<file path="src/rtl/timer_mc_pkg.sv">
// Shared register map, TCR field layout and small helpers for the multi-channel APB timer.
package timer_mc_pkg;

  localparam logic [3:0] OFF_TDR  = 4'h0;
  localparam logic [3:0] OFF_TCR  = 4'h4;
  localparam logic [3:0] OFF_TCNT = 4'h8;
  localparam logic [3:0] OFF_TSR  = 4'hC;

  localparam int TCR_EN     = 0;
  localparam int TCR_LOAD   = 1;
  localparam int TCR_DN     = 2;
  localparam int TCR_ARL    = 3;
  localparam int TCR_CKS    = 4;
  localparam int TCR_OVF_IE = 8;
  localparam int TCR_UDF_IE = 9;

  localparam int TSR_OVF = 0;
  localparam int TSR_UDF = 1;

  typedef logic [2:0] cks_t;

  // Only the persistent TCR fields; the load pulse is never stored.
  typedef struct packed {
    logic udf_ie;
    logic ovf_ie;
    cks_t cks;
    logic arl;
    logic dn;
    logic en;
  } tcr_t;

  function automatic tcr_t tcr_unpack(input logic [9:0] w);
    tcr_t t;
    t.en     = w[TCR_EN];
    t.dn     = w[TCR_DN];
    t.arl    = w[TCR_ARL];
    t.cks    = w[TCR_CKS +: 3];
    t.ovf_ie = w[TCR_OVF_IE];
    t.udf_ie = w[TCR_UDF_IE];
    return t;
  endfunction

  function automatic logic [31:0] tcr_pack(input tcr_t t);
    logic [31:0] w;
    w               = '0;
    w[TCR_EN]       = t.en;
    w[TCR_DN]       = t.dn;
    w[TCR_ARL]      = t.arl;
    w[TCR_CKS +: 3] = t.cks;
    w[TCR_OVF_IE]   = t.ovf_ie;
    w[TCR_UDF_IE]   = t.udf_ie;
    return w;
  endfunction

  // Terminal prescaler value for divide-by-2^cks.
  function automatic logic [6:0] psc_limit(input cks_t c);
    return 7'((8'd1 << c) - 8'd1);
  endfunction

endpackage

</file>
<file path="src/rtl/timer_apb_mc_if.sv">
// APB3 signal bundle between the peripheral bus and the timer block.
interface timer_apb_mc_if #(
  parameter int ADDR_W = 12
);
  logic              psel;
  logic              penable;
  logic              pwrite;
  logic [ADDR_W-1:0] paddr;
  logic [31:0]       pwdata;
  logic [31:0]       prdata;
  logic              pready;
  logic              pslverr;

  modport master (
    output psel, penable, pwrite, paddr, pwdata,
    input  prdata, pready, pslverr
  );

  modport slave (
    input  psel, penable, pwrite, paddr, pwdata,
    output prdata, pready, pslverr
  );
endinterface

</file>
<file path="src/rtl/timer_mc_channel.sv">
// One timer channel: prescaler, up/down counter with optional auto-reload, W1C flags and irq.
module timer_mc_channel
  import timer_mc_pkg::*;
#(
  parameter int WIDTH = 16
) (
  input  logic        clk_i,
  input  logic        rst_ni,
  input  logic        wr_tdr_i,
  input  logic        wr_tcr_i,
  input  logic        wr_tsr_i,
  input  logic [31:0] wdata_i,
  output logic [31:0] tdr_o,
  output logic [31:0] tcr_o,
  output logic [31:0] tcnt_o,
  output logic [31:0] tsr_o,
  output logic        irq_o
);

  logic [WIDTH-1:0] tdr_q, tdr_d;
  logic [WIDTH-1:0] cnt_q, cnt_d;
  tcr_t             tcr_q, tcr_d;
  logic [6:0]       psc_q, psc_d;
  logic             ovf_q, ovf_d;
  logic             udf_q, udf_d;

  tcr_t tcr_wr;
  logic load;
  logic tick;
  logic set_ovf;
  logic set_udf;
  logic unused_wdata;

  assign unused_wdata = ^wdata_i;

  always_comb begin
    tcr_wr  = tcr_unpack(wdata_i[9:0]);
    load    = wr_tcr_i & wdata_i[TCR_LOAD];
    tick    = tcr_q.en && (psc_q == psc_limit(tcr_q.cks));

    tdr_d   = wr_tdr_i ? wdata_i[WIDTH-1:0] : tdr_q;
    tcr_d   = wr_tcr_i ? tcr_wr : tcr_q;

    psc_d   = psc_q + 7'd1;
    if (tick || !tcr_q.en) psc_d = '0;
    if (wr_tcr_i && (tcr_wr.cks != tcr_q.cks)) psc_d = '0;

    // Load uses the TDR already held, so a same-transfer TDR write cannot race it.
    cnt_d   = cnt_q;
    set_ovf = 1'b0;
    set_udf = 1'b0;
    if (load) begin
      cnt_d = tdr_q;
    end else if (tick) begin
      if (!tcr_q.dn) begin
        if (cnt_q == '1) begin
          cnt_d   = tcr_q.arl ? tdr_q : '0;
          set_ovf = 1'b1;
        end else begin
          cnt_d = cnt_q + 1'b1;
        end
      end else begin
        if (cnt_q == '0) begin
          cnt_d   = tcr_q.arl ? tdr_q : '1;
          set_udf = 1'b1;
        end else begin
          cnt_d = cnt_q - 1'b1;
        end
      end
    end

    // A flag raised on this edge wins over a concurrent write-1-to-clear.
    ovf_d = set_ovf | (ovf_q & ~(wr_tsr_i & wdata_i[TSR_OVF]));
    udf_d = set_udf | (udf_q & ~(wr_tsr_i & wdata_i[TSR_UDF]));
  end

  always_ff @(posedge clk_i or negedge rst_ni) begin
    if (!rst_ni) begin
      tdr_q <= '0;
      tcr_q <= '0;
      cnt_q <= '0;
      psc_q <= '0;
      ovf_q <= 1'b0;
      udf_q <= 1'b0;
    end else begin
      tdr_q <= tdr_d;
      tcr_q <= tcr_d;
      cnt_q <= cnt_d;
      psc_q <= psc_d;
      ovf_q <= ovf_d;
      udf_q <= udf_d;
    end
  end

  assign tdr_o  = 32'(tdr_q);
  assign tcr_o  = tcr_pack(tcr_q);
  assign tcnt_o = 32'(cnt_q);
  assign tsr_o  = {30'd0, udf_q, ovf_q};
  assign irq_o  = (ovf_q & tcr_q.ovf_ie) | (udf_q & tcr_q.udf_ie);

endmodule

</file>
<file path="src/rtl/timer_apb_mc.sv">
// Multi-channel APB timer: address decode, channel array, read mux and interrupt OR.
module timer_apb_mc
  import timer_mc_pkg::*;
#(
  parameter int NUM_CH = 4,
  parameter int WIDTH  = 16,
  parameter int ADDR_W = 12
) (
  input  logic              pclk,
  input  logic              presetn,
  timer_apb_mc_if.slave     apb,
  output logic [NUM_CH-1:0] irq,
  output logic              irq_any
);

  localparam int CW = ADDR_W - 4;

  logic          access;
  logic          wr;
  logic [CW-1:0] ch_idx;
  logic [3:0]    offset;
  logic          unused_paddr;

  logic [31:0] tdr_rd  [NUM_CH];
  logic [31:0] tcr_rd  [NUM_CH];
  logic [31:0] tcnt_rd [NUM_CH];
  logic [31:0] tsr_rd  [NUM_CH];

  assign access       = apb.psel & apb.penable;
  assign wr           = access & apb.pwrite;
  assign ch_idx       = apb.paddr[ADDR_W-1:4];
  assign offset       = {apb.paddr[3:2], 2'b00};
  assign unused_paddr = ^apb.paddr[1:0];

  assign apb.pready  = 1'b1;
  assign apb.pslverr = 1'b0;

  // Addresses past the last channel never match a channel index, so they fall through as no-ops.
  for (genvar c = 0; c < NUM_CH; c++) begin : g_ch
    logic hit;
    assign hit = wr && (ch_idx == CW'(c));

    timer_mc_channel #(
      .WIDTH (WIDTH)
    ) u_ch (
      .clk_i    (pclk),
      .rst_ni   (presetn),
      .wr_tdr_i (hit && (offset == OFF_TDR)),
      .wr_tcr_i (hit && (offset == OFF_TCR)),
      .wr_tsr_i (hit && (offset == OFF_TSR)),
      .wdata_i  (apb.pwdata),
      .tdr_o    (tdr_rd[c]),
      .tcr_o    (tcr_rd[c]),
      .tcnt_o   (tcnt_rd[c]),
      .tsr_o    (tsr_rd[c]),
      .irq_o    (irq[c])
    );
  end

  always_comb begin
    apb.prdata = '0;
    if (access && !apb.pwrite) begin
      for (int c = 0; c < NUM_CH; c++) begin
        if (ch_idx == CW'(c)) begin
          case (offset)
            OFF_TDR:  apb.prdata = tdr_rd[c];
            OFF_TCR:  apb.prdata = tcr_rd[c];
            OFF_TCNT: apb.prdata = tcnt_rd[c];
            OFF_TSR:  apb.prdata = tsr_rd[c];
            default:  apb.prdata = '0;
          endcase
        end
      end
    end
  end

  assign irq_any = |irq;

endmodule

</file>
<file path="src/flat_wrapper.sv">
// flat-port wrapper written by rule: the top's interface ports become plain ports
module timer_apb_mc_flat import timer_mc_pkg::*;
#(
  parameter int NUM_CH = 4,
  parameter int WIDTH  = 16,
  parameter int ADDR_W = 12
)
  (pclk, presetn, irq, irq_any, apb_psel, apb_penable, apb_pwrite, apb_paddr, apb_pwdata, apb_prdata, apb_pready, apb_pslverr);
  timer_apb_mc_if #(.ADDR_W(ADDR_W)) apb_i ();
  input  logic pclk;
  input  logic presetn;
  output logic [NUM_CH-1:0] irq;
  output logic irq_any;
  input wire logic [$bits(apb_i.psel)-1:0] apb_psel;
  input wire logic [$bits(apb_i.penable)-1:0] apb_penable;
  input wire logic [$bits(apb_i.pwrite)-1:0] apb_pwrite;
  input wire logic [$bits(apb_i.paddr)-1:0] apb_paddr;
  input wire logic [$bits(apb_i.pwdata)-1:0] apb_pwdata;
  output wire logic [$bits(apb_i.prdata)-1:0] apb_prdata;
  output wire logic [$bits(apb_i.pready)-1:0] apb_pready;
  output wire logic [$bits(apb_i.pslverr)-1:0] apb_pslverr;
  assign apb_i.psel = apb_psel;
  assign apb_i.penable = apb_penable;
  assign apb_i.pwrite = apb_pwrite;
  assign apb_i.paddr = apb_paddr;
  assign apb_i.pwdata = apb_pwdata;
  assign apb_prdata = apb_i.prdata;
  assign apb_pready = apb_i.pready;
  assign apb_pslverr = apb_i.pslverr;
  timer_apb_mc #(.NUM_CH(NUM_CH), .WIDTH(WIDTH), .ADDR_W(ADDR_W)) u_core (.pclk(pclk), .presetn(presetn), .apb(apb_i), .irq(irq), .irq_any(irq_any));
endmodule
</file>
<file path="config.mk">
export PLATFORM = sky130hd
export DESIGN_NAME = timer_apb_mc_flat
export DESIGN_NICKNAME = d
export VERILOG_FILES = /design/src/rtl/timer_mc_pkg.sv /design/src/rtl/timer_apb_mc_if.sv /design/src/rtl/timer_mc_channel.sv /design/src/rtl/timer_apb_mc.sv /design/src/flat_wrapper.sv
export SDC_FILE = /design/constraint.sdc
export NUM_CORES = 1
export LEC_CHECK = 0
export BUFFER_PORTS_ARGS = -buffer_cell sky130_fd_sc_hd__buf_2
export CAP_MARGIN = 20
export CORE_ASPECT_RATIO = 1.1
export CORE_MARGIN = 2
export CORE_UTILIZATION = 57
export DETAILED_ROUTE_END_ITERATION = 8
export PLACE_DENSITY = 0.74
export SLEW_MARGIN = 20
export SYNTH_ARGS = -nofsm -noshare
export SYNTH_HDL_FRONTEND = slang
export SYNTH_SLANG_ARGS = --single-unit
</file>
<file path="constraint.sdc">
create_clock -name pclk -period 2.7 [get_ports pclk]
set_input_delay 0.405 -clock pclk [delete_from_list [all_inputs] [get_ports pclk]]
set_output_delay 0.405 -clock pclk [all_outputs]
set_load 0.02 [all_outputs]
</file>
==> results.toml, run 1 <==
[clock_network]
htree_num_levels = 4
clockRootBuffer = "clkbuf_16"
cts_buffer_depth = 2
post_cts_buffers = 0
cts_tree = "built"
clkTransAtPathRegs_ps = 90
cts_hold_buf = 0
cts_buffers = 17
clkLatencyLatePin_ps = 460
cts.sinks = 196

[power]
internal_power_w = 0.004655
max-vdd-ir-drop_mv = 0.3581
p_leak_nw = 7.514
clockPowerShare_pct = 40.2
pwr_density_cell_nw_per_um2 = 378.5
netSwitchingPower_w = 0.002005
pwr-share-seq_pct = 46.1
swShare_pct = 30.10
combPwrFrac_pct = 13.7

[yosys]
synth_warnings = 0
syn_inst = 1847
yosysTopAreaCell = "dfrtp_1"
avgSynthCellArea_um2 = 8.412
ys_top_cells_by_area = "dfrtp_1, mux2_2, o21ai_0"
ys_ff_latch = 196
synth_cell_types = 86
ys_async_sr_fraction_pct = 100.0
synth_top_area_share_pct = 31.57
syn_area_um2 = 15540
synth-edff-count = 0
synth_seq_area_share_pct = 31.57
synthFlopType = "dfrtp_1"

[drt]
routed-via-count = 15620
ant_nets = 0
drtIter0Drc = 1928
drt-total-wl_mm = 51.97
via_per_inst = 6.798
wl_per_cell_um = 22.63
firstDrtPassIters = 6
drc = 0

[floorplan]
design.core.area_um2 = 26880
io_pins = 88
placementRows = 63
start_util_pct = 57.80
dieWidth_um = 161.4
die_area_um2 = 28590
die_h_um = 177.2

[placement]
dp_hpwl_mm = 37.46
dpl_cell_area_um2 = 16940
place_ws_ps = 57.10
port_buffers = 51
gp_congestion = 0.9731

[critical_path]
arrival_ps = 2290
crit_path_max_fanout = 10
crit_start = "u_core.g_ch[0].u_ch.cnt_q[0]"
reg2reg_slack_ps = 130
critPathRequiredTime_ps = 2300
reg2reg_to = "u_core.g_ch[2].u_ch.cnt_q[1]"
startpoint_type = "flip-flop"
timing_worst_setup_path_type = "reg2out"
worstRegToRegCells = 10
cp-end-kind = "output pin"
reg2reg_from = "u_core.g_ch[2].u_ch.cnt_q[1]"

[sta]
setup_ws_ps = 0.8820
period_needed_ps = 2699
slew_headroom_pct = 41.24
drv_slew = 0
hold_viol = 8
worstMarginPinSlew_ps = 867.6
clock_skew_ps = 10.86
holdWs_ps = -17.06
setup_viol = 0
rsz0062_at_grt = "yes"
fmax_mhz = 370.5
post-route-period-util_pct = 99.97
fin_tns_setup_ps = 0

[finish]
synthToLayoutAreaGrowth_pct = 13.26
drive_above_1_share_pct = 21.68
stdcell_area_um2 = 17600
layout.nets = 1989

[global_routing]
grt_antenna_before_repair = 2
grt_overflow_total = 0
met1_usage_pct = 48.80
grt_pass1_wl_mm = 81.56
grt_use_met3_pct = 6.560
track_usage_pct = 36.65
use_met2_pct = 58.26
grt-busiest-layer = "met2"
grt_pass1_vias = 14510
grt_max_degree = 77

[hold_path]
hold_class = "in2async"

[status]
status = "finished with violations"
violations = "hold timing"

[flow_run]
cap_violations = 0
## layer usage
| metal | wire (um) | share of wire [%] |
|---|---|---|
| met5 | 0 | 0 |
| met2 | 23790 | 46 |
| met1 | 20640 | 40 |
| met4 | 2636 | 5.1 |
| met3 | 4907 | 9.4 |
## cells by family after synthesis
logic type / share of synthesized area, %
AND/OR/NAND/NOR: 22.45
flip-flops: 31.57
adder cells (fa/ha/maj): 1.289
AO/OA/AOI/OAI: 20.39
buffers and inverters: 6.403
XOR/XNOR: 5.468
other: 0.04834
multiplexers: 12.38
## registers in the layout, indices dropped and copies added, names as in the netlist
| signal | count |
|---|---|
| u_core.g_ch.u_ch.psc_q | 28 |
| u_core.g_ch.u_ch.ovf_q | 4 |
| u_core.g_ch.u_ch.udf_q | 4 |
| u_core.g_ch.u_ch.cnt_q | 64 |
| u_core.g_ch.u_ch.tcr_o | 32 |
| u_core.g_ch.u_ch.tdr_q | 64 |
## repair_timing
| item | in CTS | in global routing |
|---|---|---|
| setup endpoints to repair | 2 | 15 |
| gates resized for setup | 2 | 13 |
| pin swaps | 1 | 1 |
| endpoints found under the hold margin | 0 | 0 |
## cell usage after synthesis (all sizes together) (9+ instances only)
| library cell | n |
|---|---|
| nand2 | 146 |
| nor2 | 158 |
| a21oi | 94 |
| nand4 | 20 |
| nand3b | 13 |
| nand4b | 11 |
| mux4 | 11 |
| o21a | 14 |
| a211oi | 34 |
| nand3 | 106 |
| ha | 16 |
| nor4 | 22 |
| mux2 | 99 |
| a311oi | 13 |
| o221ai | 9 |
| clkbuf | 127 |
| inv | 33 |
| buf | 65 |
| o211ai | 36 |
| dfrtp | 196 |
| or4 | 13 |
| o31ai | 20 |
| or3 | 17 |
| xor2 | 43 |
| nor3 | 59 |
| nor4b | 13 |
| o21ai | 124 |
| xnor2 | 54 |
| mux2i | 56 |
| o22ai | 15 |
| and2 | 12 |
| and3 | 28 |
| a31oi | 24 |
## final cells by class
class / instances / area (um^2)
Multi-Input combinational cell: 1442 / 9757
Fill cell: 2295 / 9283
Sequential cell: 196 / 4908
Timing Repair Buffer: 234 / 1759
Tap cell: 357 / 446.7
Clock buffer: 18 / 429.2
Clock inverter: 14 / 165.2
Inverter: 33 / 123.9
Antenna cell: 3 / 7.507
## power groups by stage
stage | combinational (W) | sequential, W | clock [W]
floorplan | 0.000594 | 0.00306 | 0
global placement | 0.000865 | 0.00312 | 0
detailed placement | 0.000881 | 0.00312 | 0
CTS | 0.000888 | 0.00307 | 0.00270
global route | 0.000982 | 0.00308 | 0.00282
finish | 0.000911 | 0.00307 | 0.00268
## critical path: stages (launching register included)
cell	delay [ps]
dfrtp_1	400
buf_6	160
mux4_2	480
mux2i_1	180
o21ai_1	80
a22oi_1	190
nor3_1	60
buf_4	140
buf_4	150
## layout by cell type, fill, tap and decap left out, drive strengths merged, types with 14 or more instances in the layout
| master | synthesis | final |
|---|---|---|
| nand3 | 106 | 106 |
| o22ai | 15 | 15 |
| or3 | 17 | 17 |
| nor4 | 22 | 22 |
| nand4 | 20 | 20 |
| a21oi | 94 | 94 |
| o21ai | 124 | 124 |
| mux2i | 56 | 56 |
| clkbuf | 127 | 19 |
| o31ai | 20 | 20 |
| conb | 2 | 18 |
| xor2 | 43 | 43 |
| inv | 33 | 40 |
| and3 | 28 | 28 |
| buf | 65 | 233 |
| a31oi | 24 | 24 |
| dfrtp | 196 | 196 |
| mux2 | 99 | 99 |
| nor3 | 59 | 59 |
| o211ai | 36 | 36 |
| ha | 16 | 16 |
| a211oi | 34 | 34 |
| nand2 | 146 | 146 |
| o21a | 14 | 14 |
| nor2 | 158 | 158 |
| xnor2 | 54 | 54 |
## how the worst max path moves through the flow
| stage | endpoint | slack (ps) | cells past startpoint |
|---|---|---|---|
| detailed placement | apb_prdata[15] | 60 | 8 |
| floorplan | apb_prdata[14] | 50 | 7 |
| CTS | apb_prdata[15] | 10 | 5 |
| finish | apb_prdata[0] | 0.9 | 8 |
| global placement | apb_prdata[15] | 50 | 8 |
| global route | apb_prdata[0] | -70 | 8 |
## stage by stage
step | total power [W] | instances | util, %
after detailed placement | 0.004004 | 2262 | 63.03
after CTS | 0.006654 | 2294 | 65.26
after global routing | 0.006875 | 2295 | 65.45
final | 0.006660 | 2297 | 65.47
after floorplan | 0.003653 | 1863 | -
after global placement | 0.003987 | 2262 | 63.03
No activity file was read; power rests on OpenSTA's default activity.
==> run 2: changes to the inputs <==
Settings changed: REMOVE_ABC_BUFFERS set to 1.
==> run 2 against run 1 <==
  * The flow now finishes without violations
  * Final cell count shrank 0.96%
  * Sequential cell count unchanged
  * First-iteration DRC count fell by 1.5%
  * Wire length rose by 0.28%
  * Sequential share of layout area grew 0.25 points
  * Register-to-register slack about the same
  * Sequential power is essentially flat
  * Critical path depth down 4
  * Total power fell by 0.23%
  * Global-route usage grew 0.47 points
  * Worst setup slack about the same
  * Critical path type unchanged
  * Critical endpoint is now apb_prdata[15]
  * Largest power group unchanged
==> results.toml, run 2 (same netlist as run 1, synthesis figures left out) <==
[status]
status = "complete, no violations"

[critical_path]
timing_worst_setup_path_type = "reg2out"
arrival_ps = 2290
crit_path_max_fanout = 8
cp-end-kind = "output pin"
critPathRequiredTime_ps = 2300
startpoint_type = "flip-flop"
reg2reg_slack_ps = 130

[drt]
wl_met3_mm = 5.438
wl_met1_mm = 21.06
drt-total-wl_mm = 52.12
routed-via-count = 15470
drtIter0Drc = 1900
ant_nets = 0
highest_layer = "met4"
wl_met2_mm = 23.39
via_per_inst = 6.800
wl_per_cell_um = 22.91
drc = 0
firstDrtPassIters = 8

[floorplan]
placementRows = 63
start_util_pct = 57.80
dieWidth_um = 161.4
io_pins = 88
die_area_um2 = 28590
die_h_um = 177.2
design.core.area_um2 = 26880

[sta]
period_needed_ps = 2699
hold_viol = 0
fmax_mhz = 370.5
post-route-period-util_pct = 99.97
rsz0062_at_grt = "yes"
clock_skew_ps = 13.83
slew_headroom_pct = 40.65
setup_viol = 0
worstMarginPinSlew_ps = 876.3
drv_slew = 0

[clock_network]
clkTransAtPathRegs_ps = 80
cts.sinks = 196
clockRootBuffer = "clkbuf_16"
clkLatencyLatePin_ps = 460
cts_buffers = 17
cts_tree = "built"
htree_num_levels = 4
cts_buffer_depth = 2

[global_routing]
grt_pass1_wl_mm = 83.01
grt_pass1_vias = 14620
track_usage_pct = 37.11
grt_max_degree = 72
grt_overflow_total = 0
grt_antenna_before_repair = 0

[power]
p_leak_nw = 7.410
pwr_density_cell_nw_per_um2 = 380.7
max-vdd-ir-drop_mv = 0.3841

[finish]
fin_util_pct = 64.93
stdcell_area_um2 = 17450
synthToLayoutAreaGrowth_pct = 12.33
drive_above_1_share_pct = 21.02
mostFrequentLayoutCells = "dfrtp_1, nor2_1, buf_4"
layout.nets = 1969
final_common_cell = "dfrtp_1"

[flow_run]
cap_violations = 0

[placement]
dp_hpwl_mm = 37.46
dpl_cell_area_um2 = 16760
port_buffers = 51
gp_congestion = 1.004

[hold_path]
hold_class = "in2reg"
-- run 2: layout make-up --
cell class | count | area [um^2]
clock inverter | 14 | 167.7
tap | 357 | 446.7
timing repair buffer | 214 | 1600
inverter | 33 | 123.9
clock buffer | 18 | 429.2
antenna | 1 | 2.502
fill | 2314 | 9428
multi-input combinational | 1442 | 9771
sequential | 196 | 4911
-- run 2: what timing repair did --
action                                 in CTS  in global routing
setup endpoints to repair                   1                 22
pin swaps                                   1                  1
hold buffers                                1                  0
endpoints found under the hold margin      11                  0
setup buffers                               1                  0
resized for setup                           1                 21
-- run 2: power by group --
part / switching [W] / internal [W] / total, W
Combinational: 0.000563 / 0.000333 / 0.000896
Sequential: 0.0000890 / 0.00298 / 0.00307
Clock: 0.00128 / 0.00139 / 0.00268
Total: 0.00193 / 0.00471 / 0.00664
-- run 2: path summary, 6_finish.rpt --
check,depth (start not counted),endpoint,start
max,4,apb_prdata[15],u_core.g_ch[0].u_ch.cnt_q[15]
min,2,u_core.g_ch[3].u_ch.tdr_q[13],apb_pwdata[13]
max reg2reg,8,u_core.g_ch[1].u_ch.cnt_q[13],u_core.g_ch[1].u_ch.cnt_q[4]
min reg2reg,1,u_core.g_ch[0].u_ch.psc_q[0],u_core.g_ch[0].u_ch.psc_q[0]
max in group asynchronous,3,u_core.g_ch[2].u_ch.psc_q[4],presetn
min in group asynchronous,2,u_core.g_ch[0].u_ch.cnt_q[12],presetn
-- run 2: through the flow --
stage	hold WS [ps]	setup TNS [ps]	worst slack [ps]	std cells	power, W
floorplan	109.4	-17500	-768.9	1671	0.003552
global placement	460.7	0	77.07	2240	0.003965
detailed placement	463.4	0	84.60	2240	0.003984
CTS	291.5	0	9.482	2274	0.006636
global route	291.1	-8.958	-8.958	2274	0.006869
finish	302.6	0	0.7045	2275	0.006644
-- run 2: metal layers --
metal  global-route usage, %  up-vias
li1                        -     6914
met1                   51.54     7440
met2                   56.86      963
met3                   6.748      152
met4                   16.37        0
met5                       0        -
-- run 2: worst max-delay path, cell delays in order (launching register included) --
cell      delay (ps)
dfrtp_1          520
mux4_2           530
o21ai_0          460
a211oi_1         120
buf_2            190
